==> src/rtl/mem_stage_pkg.sv <==
// Shared definitions for the MEM stage: bus widths, field layout, load-op
// one-hot encodings and exception codes.
package mem_stage_pkg;

    localparam int MEM2WB_LEN  = 199;
    localparam int EXE2MEM_LEN = MEM2WB_LEN + 7;

    // Bit offsets (LSB of each field) inside mem_to_wb_zip
    localparam int WB_IS_ERTN_LSB    = 0;
    localparam int WB_ESUBCODE_LSB   = 1;
    localparam int WB_ECODE_LSB      = 10;
    localparam int WB_EX_VALID_LSB   = 16;
    localparam int WB_VADDR_LSB      = 17;
    localparam int WB_CSR_WVALUE_LSB = 49;
    localparam int WB_CSR_WMASK_LSB  = 81;
    localparam int WB_CSR_NUM_LSB    = 113;
    localparam int WB_CSR_WE_LSB     = 127;
    localparam int WB_CSR_READ_LSB   = 128;
    localparam int WB_PC_LSB         = 129;
    localparam int WB_RF_WDATA_LSB   = 161;
    localparam int WB_RF_WADDR_LSB   = 193;
    localparam int WB_RF_WE_LSB      = 198;

    // Bit offsets of the EXE-only prefix inside exe_to_mem_zip
    localparam int EM_RSVD_LSB     = MEM2WB_LEN;
    localparam int EM_REQ_SENT_LSB = MEM2WB_LEN + 1;
    localparam int EM_LD_OP_LSB    = MEM2WB_LEN + 2;

    // ld_op one-hot: {b, h, w, bu, hu}
    localparam int LD_B_IDX  = 4;
    localparam int LD_H_IDX  = 3;
    localparam int LD_W_IDX  = 2;
    localparam int LD_BU_IDX = 1;
    localparam int LD_HU_IDX = 0;

    localparam logic [4:0] LD_B  = 5'b10000;
    localparam logic [4:0] LD_H  = 5'b01000;
    localparam logic [4:0] LD_W  = 5'b00100;
    localparam logic [4:0] LD_BU = 5'b00010;
    localparam logic [4:0] LD_HU = 5'b00001;

    localparam logic [5:0] ECODE_INT  = 6'h00;
    localparam logic [5:0] ECODE_PIL  = 6'h01;
    localparam logic [5:0] ECODE_PIS  = 6'h02;
    localparam logic [5:0] ECODE_PIF  = 6'h03;
    localparam logic [5:0] ECODE_PME  = 6'h04;
    localparam logic [5:0] ECODE_PPI  = 6'h07;
    localparam logic [5:0] ECODE_ADE  = 6'h08;
    localparam logic [5:0] ECODE_ALE  = 6'h09;
    localparam logic [5:0] ECODE_SYS  = 6'h0B;
    localparam logic [5:0] ECODE_BRK  = 6'h0C;
    localparam logic [5:0] ECODE_INE  = 6'h0D;
    localparam logic [5:0] ECODE_IPE  = 6'h0E;
    localparam logic [5:0] ECODE_FPD  = 6'h0F;
    localparam logic [5:0] ECODE_TLBR = 6'h3F;

    typedef struct packed {
        logic        rf_we;
        logic [4:0]  rf_waddr;
        logic [31:0] rf_wdata;
        logic [31:0] pc;
        logic        csr_read;
        logic        csr_we;
        logic [13:0] csr_num;
        logic [31:0] csr_wmask;
        logic [31:0] csr_wvalue;
        logic [31:0] vaddr;
        logic        ex_valid;
        logic [5:0]  ecode;
        logic [8:0]  esubcode;
        logic        is_ertn;
    } mem2wb_t;

    typedef struct packed {
        logic [4:0] ld_op;
        logic       req_sent;
        logic       rsvd;
        mem2wb_t    wb;
    } exe2mem_t;

    // Saturating counter of responses still owed to flushed requests.
    function automatic logic [1:0] discard_next(input logic [1:0] cnt,
                                                input logic       inc,
                                                input logic       dec);
        logic [1:0] nxt;
        nxt = cnt;
        if (inc && !dec) begin
            if (cnt != 2'd3) nxt = cnt + 2'd1;
        end else if (dec && !inc) begin
            if (cnt != 2'd0) nxt = cnt - 2'd1;
        end
        return nxt;
    endfunction

endpackage

==> src/rtl/mem_load_align.sv <==
// Load data alignment: picks the addressed byte/halfword out of the SRAM word
// and sign- or zero-extends it according to the one-hot load op.
module mem_load_align
    import mem_stage_pkg::*;
(
    input  logic [4:0]  ld_op_i,
    input  logic [1:0]  vaddr_lo_i,
    input  logic [31:0] rdata_i,
    output logic [31:0] result_o
);

    logic [7:0]  byte_sel;
    logic [15:0] half_sel;

    always_comb begin
        case (vaddr_lo_i)
            2'd0:    byte_sel = rdata_i[7:0];
            2'd1:    byte_sel = rdata_i[15:8];
            2'd2:    byte_sel = rdata_i[23:16];
            default: byte_sel = rdata_i[31:24];
        endcase
    end

    assign half_sel = vaddr_lo_i[1] ? rdata_i[31:16] : rdata_i[15:0];

    always_comb begin
        result_o = rdata_i;
        if (ld_op_i[LD_B_IDX]) begin
            result_o = {{24{byte_sel[7]}}, byte_sel};
        end else if (ld_op_i[LD_BU_IDX]) begin
            result_o = {24'h0, byte_sel};
        end else if (ld_op_i[LD_H_IDX]) begin
            result_o = {{16{half_sel[15]}}, half_sel};
        end else if (ld_op_i[LD_HU_IDX]) begin
            result_o = {16'h0, half_sel};
        end
    end

endmodule

==> src/rtl/mem_stage.sv <==
// MEM pipeline stage: holds one instruction from EXE, waits for the data-SRAM
// response of its request, aligns load data and hands everything to WB.
module mem_stage
    import mem_stage_pkg::*;
(
    input  logic                   clk,
    input  logic                   resetn,
    output logic                   mem_allowin,
    input  logic                   exe_to_mem_valid,
    input  logic [EXE2MEM_LEN-1:0] exe_to_mem_zip,
    input  logic                   wb_allowin,
    output logic                   mem_to_wb_valid,
    output logic [MEM2WB_LEN-1:0]  mem_to_wb_zip,
    input  logic                   data_sram_data_ok,
    input  logic [31:0]            data_sram_rdata,
    output logic [38:0]            mem_rf_zip,
    output logic                   mem_ex,
    input  logic                   wb_ex
);

    exe2mem_t    in_zip;
    logic        unused_rsvd;

    logic        mem_valid_q, mem_valid_d;
    logic [4:0]  ld_op_q, ld_op_d;
    logic        req_sent_q, req_sent_d;
    mem2wb_t     wb_q, wb_d;
    logic        got_data_q, got_data_d;
    logic [31:0] rdata_buf_q, rdata_buf_d;
    logic [1:0]  discard_cnt_q, discard_cnt_d;

    logic        stale_ok;
    logic        resp_ok;
    logic        waiting;
    logic        ready_go;
    logic        accept;
    logic        has_ld;
    logic [31:0] load_src;
    logic [31:0] load_data;
    logic [31:0] final_wdata;
    logic        load_pending;
    mem2wb_t     wb_out;

    assign in_zip      = exe2mem_t'(exe_to_mem_zip);
    assign unused_rsvd = in_zip.rsvd;

    // A response owed to a flushed request must never reach the current instruction.
    assign stale_ok = data_sram_data_ok & (discard_cnt_q != 2'd0);
    assign resp_ok  = data_sram_data_ok & (discard_cnt_q == 2'd0);

    assign waiting         = mem_valid_q & req_sent_q & ~got_data_q;
    assign ready_go        = ~waiting | resp_ok;
    assign mem_allowin     = ~mem_valid_q | (ready_go & wb_allowin);
    assign mem_to_wb_valid = mem_valid_q & ready_go;
    assign accept          = exe_to_mem_valid & mem_allowin & ~wb_ex;

    always_comb begin
        mem_valid_d = mem_valid_q;
        ld_op_d     = ld_op_q;
        req_sent_d  = req_sent_q;
        wb_d        = wb_q;
        got_data_d  = got_data_q;
        rdata_buf_d = rdata_buf_q;

        if (waiting && resp_ok) begin
            got_data_d  = 1'b1;
            rdata_buf_d = data_sram_rdata;
        end

        if (wb_ex) begin
            mem_valid_d = 1'b0;
        end else if (mem_allowin) begin
            mem_valid_d = exe_to_mem_valid;
            if (exe_to_mem_valid) begin
                ld_op_d    = in_zip.ld_op;
                req_sent_d = in_zip.req_sent;
                wb_d       = in_zip.wb;
                got_data_d = 1'b0;
            end
        end

        discard_cnt_d = discard_next(discard_cnt_q,
                                     wb_ex & waiting & ~resp_ok,
                                     stale_ok);
    end

    always_ff @(posedge clk) begin
        if (!resetn) begin
            mem_valid_q   <= 1'b0;
            ld_op_q       <= '0;
            req_sent_q    <= 1'b0;
            wb_q          <= '0;
            got_data_q    <= 1'b0;
            rdata_buf_q   <= '0;
            discard_cnt_q <= 2'd0;
        end else begin
            mem_valid_q   <= mem_valid_d;
            ld_op_q       <= ld_op_d;
            req_sent_q    <= req_sent_d;
            wb_q          <= wb_d;
            got_data_q    <= got_data_d;
            rdata_buf_q   <= rdata_buf_d;
            discard_cnt_q <= discard_cnt_d;
        end
    end

    // Live data only on the response cycle; afterwards the buffer keeps the result stable.
    assign load_src = (waiting & resp_ok) ? data_sram_rdata : rdata_buf_q;
    assign has_ld   = |ld_op_q;

    mem_load_align u_load_align (
        .ld_op_i    (ld_op_q),
        .vaddr_lo_i (wb_q.vaddr[1:0]),
        .rdata_i    (load_src),
        .result_o   (load_data)
    );

    assign final_wdata = has_ld ? load_data : wb_q.rf_wdata;

    always_comb begin
        wb_out          = wb_q;
        wb_out.rf_wdata = final_wdata;
    end

    assign mem_to_wb_zip = wb_out;
    assign mem_ex        = mem_valid_q & (wb_q.ex_valid | wb_q.is_ertn);
    assign load_pending  = mem_valid_q & has_ld & ~ready_go;

    assign mem_rf_zip = mem_valid_q
                      ? {load_pending, wb_q.rf_we & ~mem_ex, wb_q.rf_waddr, final_wdata}
                      : 39'h0;

endmodule
==> config.mk <==
export PLATFORM = sky130hd
export DESIGN_NAME = mem_stage
export DESIGN_NICKNAME = d
export VERILOG_FILES = /design/src/rtl/mem_stage_pkg.sv /design/src/rtl/mem_load_align.sv /design/src/rtl/mem_stage.sv
export SDC_FILE = /design/constraint.sdc
export NUM_CORES = 1
export LEC_CHECK = 0
export CAP_MARGIN = 10
export CORE_AREA = 2 2 186 188
export DETAILED_ROUTE_END_ITERATION = 10
export DIE_AREA = 0 0 188 190
export GPL_TIMING_DRIVEN = 0
export HOLD_SLACK_MARGIN = 0.03
export PLACE_DENSITY = 0.73
export SLEW_MARGIN = 20
export SYNTH_ARGS = -nofsm -noshare
export SYNTH_HDL_FRONTEND = slang
export SYNTH_HIERARCHICAL = 1
export SYNTH_SLANG_ARGS = --single-unit
export TNS_END_PERCENT = 30
==> constraint.sdc <==
create_clock -name clk -period 8.9 [get_ports clk]
set_input_delay 2.67 -clock clk [delete_from_list [all_inputs] [get_ports clk]]
set_output_delay 2.67 -clock clk [all_outputs]
set_load 0.1 [all_outputs]
==> results.tsv <==
metric	value	unit
final setup violation count	0	
Nets	2305	
FF-to-FF End	mem_to_wb_zip[37]	
number of CTS-inserted buffers	28	
Root Driver	clkbuf_16	
Worst-Margin Slew	1.13	ns
start point of the worst hold path	mem_to_wb_zip[140]	
crit end category	primary output	
DR pass1 iterations	5	
antenna violations before repair	0	
met1 Use GR	0.285	
Max Clk Rate	0.114	GHz
Routed Antenna Nets	0	
Pins Over Slew Limit	0	
Die X	188	um
Overflow after GRT	0	
number of antenna repair diodes	0	
final clock skew	0.0101	ns
Reg clk slew, reported paths	0.06	ns
WS Path Type	in -> out	
Post-Route WL	45.1	mm
first-pass GRT wire length	67.7	mm
synth cell count leaders	nand2_1 (524), dfxtp_1 (241), mux2i_1 (205), buf_4 (174), nand3_1 (88)	
Via Count	12100	
final hold slack	0.456	ns
vias in the first global route	12100	
fin crit period	8.80	ns
Crit Reg-Reg Startpoint	discard_cnt_q[0]	
Critical Path Source Type	input pin	
iteration-0 DRC count of the detailed router	682	
clk_lat worst skew	0.54	ns
hold endpoint	mem_to_wb_zip[140]	
GRT Total Usage	0.240	
Tcrit/Tclk final	0.989	
clock sink count	241	
vias per cell	4.79	
met3 track demand over resource	0.0408	
Post-synth EDFFs	0	
normalized max-slew margin	0.243	
Rows	68	
final instance area	18800	sq um
hold path depth	2	
DP Area	18000	sq um
cts hold-fix bufs	0	
DR WL/cell	17.8	um
R2R Setup Slk	6.53	ns
RSZ-0062 raised after global routing	yes	
Fin. Hold Viols	0	
top post-synthesis cells by area	dfxtp_1 (38%), mux2i_1 (16%), nand2_1 (16%)	
Max FO, Critical Path	10	
top cell type's share of synthesized area	0.383	
synth warn	6	
CTS tree	done	
peak supply drop	130	uV
dpl hpwl	35.6	mm
post-synth cell types	39	
post-synthesis sequential area ratio	0.383	
synthesized area	12600	sq um
Setup TNS Final	0	ns
GRT busiest layer	met2	
ys async rst share	0	
worst hold path type	reg -> reg	
Synth area leader	dfxtp_1	
Power Total	3.20	mW
area delta synth->final	49.0	%
Critical Path RT	6.23	ns
FF+latch count, synth	241	
Core Footprint	33900	sq um
CP arrival	6.13	ns
Cells after Synth	1547	
share of cells above drive strength 1	0.147	
met2 Usage GRT	0.435	
largest net degree at the start of global routing	16	
DIE AREA	35700	sq um
# port buffers	482	
prevailing post-synth register cell	dfxtp_1	
worst-case reg-to-reg path depth	8	
Max Cap Viol	0	
gpl congestion	1.00	
PwrDens	171	nW/um^2
Ports	485	
Die Y	190	um
clock buffer depth	3	
Syn Nets	1791	
Final Core Density	0.553	
most common cell in the netlist	nand2_1	
status	finished, final reports clean	
Starting Density	0.371	
Syn Area/Cell	8.15	sq um
Leak Pwr	8.01	nW
H-tree level count	1	
number of remaining DRC errors	0	
## logic make-up (layout without fill, tap and decap cells)
kind of cell | count (synthesis) | in the layout | share of synthesized area
AND/OR/NAND/NOR | 641 | 641 | 0.206
multiplexers | 222 | 222 | 0.178
buffers and inverters | 282 | 814 | 0.151
AO/OA/AOI/OAI | 161 | 161 | 0.0818
flip-flops | 241 | 241 | 0.383
## worst max path at each step
stage / from / endpoint / slack (ns) / cells after the start
finish: data_sram_data_ok / mem_rf_zip[10] / 0.1 / 12
global route: data_sram_data_ok / mem_to_wb_zip[187] / -0.06 / 14
CTS: data_sram_data_ok / mem_rf_zip[30] / -0.12 / 13
detailed placement: data_sram_data_ok / mem_rf_zip[28] / -1.09 / 13
global placement: data_sram_data_ok / mem_rf_zip[28] / -1.06 / 13
floorplan: data_sram_data_ok / mem_rf_zip[19] / -0.16 / 9
## cell type report
| class | count | area [sq um] |
|---|---|---|
| inverter | 3 | 11.3 |
| buffer | 279 | 1900 |
| timing repair buffer | 484 | 4650 |
| fill | 3138 | 15200 |
| clock inverter | 8 | 121 |
| multi-input combinational | 1024 | 5900 |
| sequential | 241 | 4820 |
| tap | 455 | 569 |
| clock buffer | 40 | 807 |
## layout by cell type, fill, tap and decap left out, drive strengths merged
| cell | Yosys | layout |
|---|---|---|
| mux2 | 17 | 17 |
| dfxtp | 241 | 241 |
| inv | 3 | 3 |
| nor2 | 3 | 3 |
| clkdlybuf4s15 | 0 | 7 |
| o21a | 2 | 2 |
| clkinvlp | 0 | 1 |
| nor3b | 3 | 3 |
| or4 | 1 | 1 |
| dlygate4sd2 | 0 | 19 |
| bufinv | 0 | 3 |
| a21boi | 65 | 65 |
| or3b | 1 | 1 |
| o21bai | 1 | 1 |
| a22oi | 1 | 1 |
| clkdlybuf4s50 | 0 | 418 |
| and3b | 1 | 1 |
| nor2b | 2 | 2 |
| nand2 | 524 | 524 |
| nand2b | 1 | 1 |
| nand3 | 88 | 88 |
| o21ai | 67 | 67 |
| nor3 | 2 | 2 |
| a2111oi | 1 | 1 |
| buf | 194 | 212 |
| clkinv | 0 | 4 |
| nand4 | 1 | 1 |
| a222oi | 1 | 1 |
| o22ai | 8 | 8 |
| clkbuf | 85 | 147 |
| mux2i | 205 | 205 |
| nand4b | 1 | 1 |
| nor4 | 2 | 2 |
| a31oi | 8 | 8 |
| and2 | 7 | 7 |
| nand3b | 3 | 3 |
| o211ai | 2 | 2 |
| and4b | 1 | 1 |
| a21oi | 5 | 5 |
## what timing repair did
| item | in CTS | in global routing |
|---|---|---|
| pin swaps | 1 | 0 |
| setup endpoints to repair | 64 | 64 |
| setup buffers | 2 | 0 |
| resized for setup | 128 | 88 |
## power breakdown
group	leakage (nW)	internal (mW)	switching (mW)	total, mW
registers	1.97	1.13	0.0302	1.16
logic	5.59	0.293	0.580	0.873
clock network	0.453	0.711	0.460	1.17
## layer usage
metal / share of wire / up-vias / wire [um]
met3: 0.061 / 88 / 2770
met2: 0.50 / 457 / 22400
met4: 0.036 / 0 / 1620
met1: 0.41 / 5617 / 18300
met5: 0 / - / 0
li1: - / 5979 / -
## metrics by stage
| stage | cells | worst slack (ns) |
|---|---|---|
| after floorplan | 1547 | -0.164 |
| after CTS | 2534 | -0.116 |
| final | 2534 | 0.0973 |
| after detailed placement | 2484 | -1.09 |
| after global placement | 2484 | -1.06 |
| after global routing | 2534 | -0.0650 |
## registers in the layout, indices dropped and copies added (netlist names)
register / flops
discard_cnt_q: 2
got_data_q: 1
ld_op_q: 5
mem_to_wb_zip: 167
mem_valid_q: 1
rdata_buf_q: 32
req_sent_q: 1
wb_q: 32
## critical path, stage by stage
cell and delay (ns):
clkdlybuf4s50_1 0.58, or3b_1 0.36, buf_2 0.19, clkbuf_2 0.20, o21ai_0 0.22, nand2_1 0.17
mux2_2 0.32, a22oi_2 0.34, nand3_1 0.15, o21ai_0 0.16, a21boi_0 0.15, dlygate4sd2_1 0.61
Note: power is estimated with default switching activity, not from simulation.
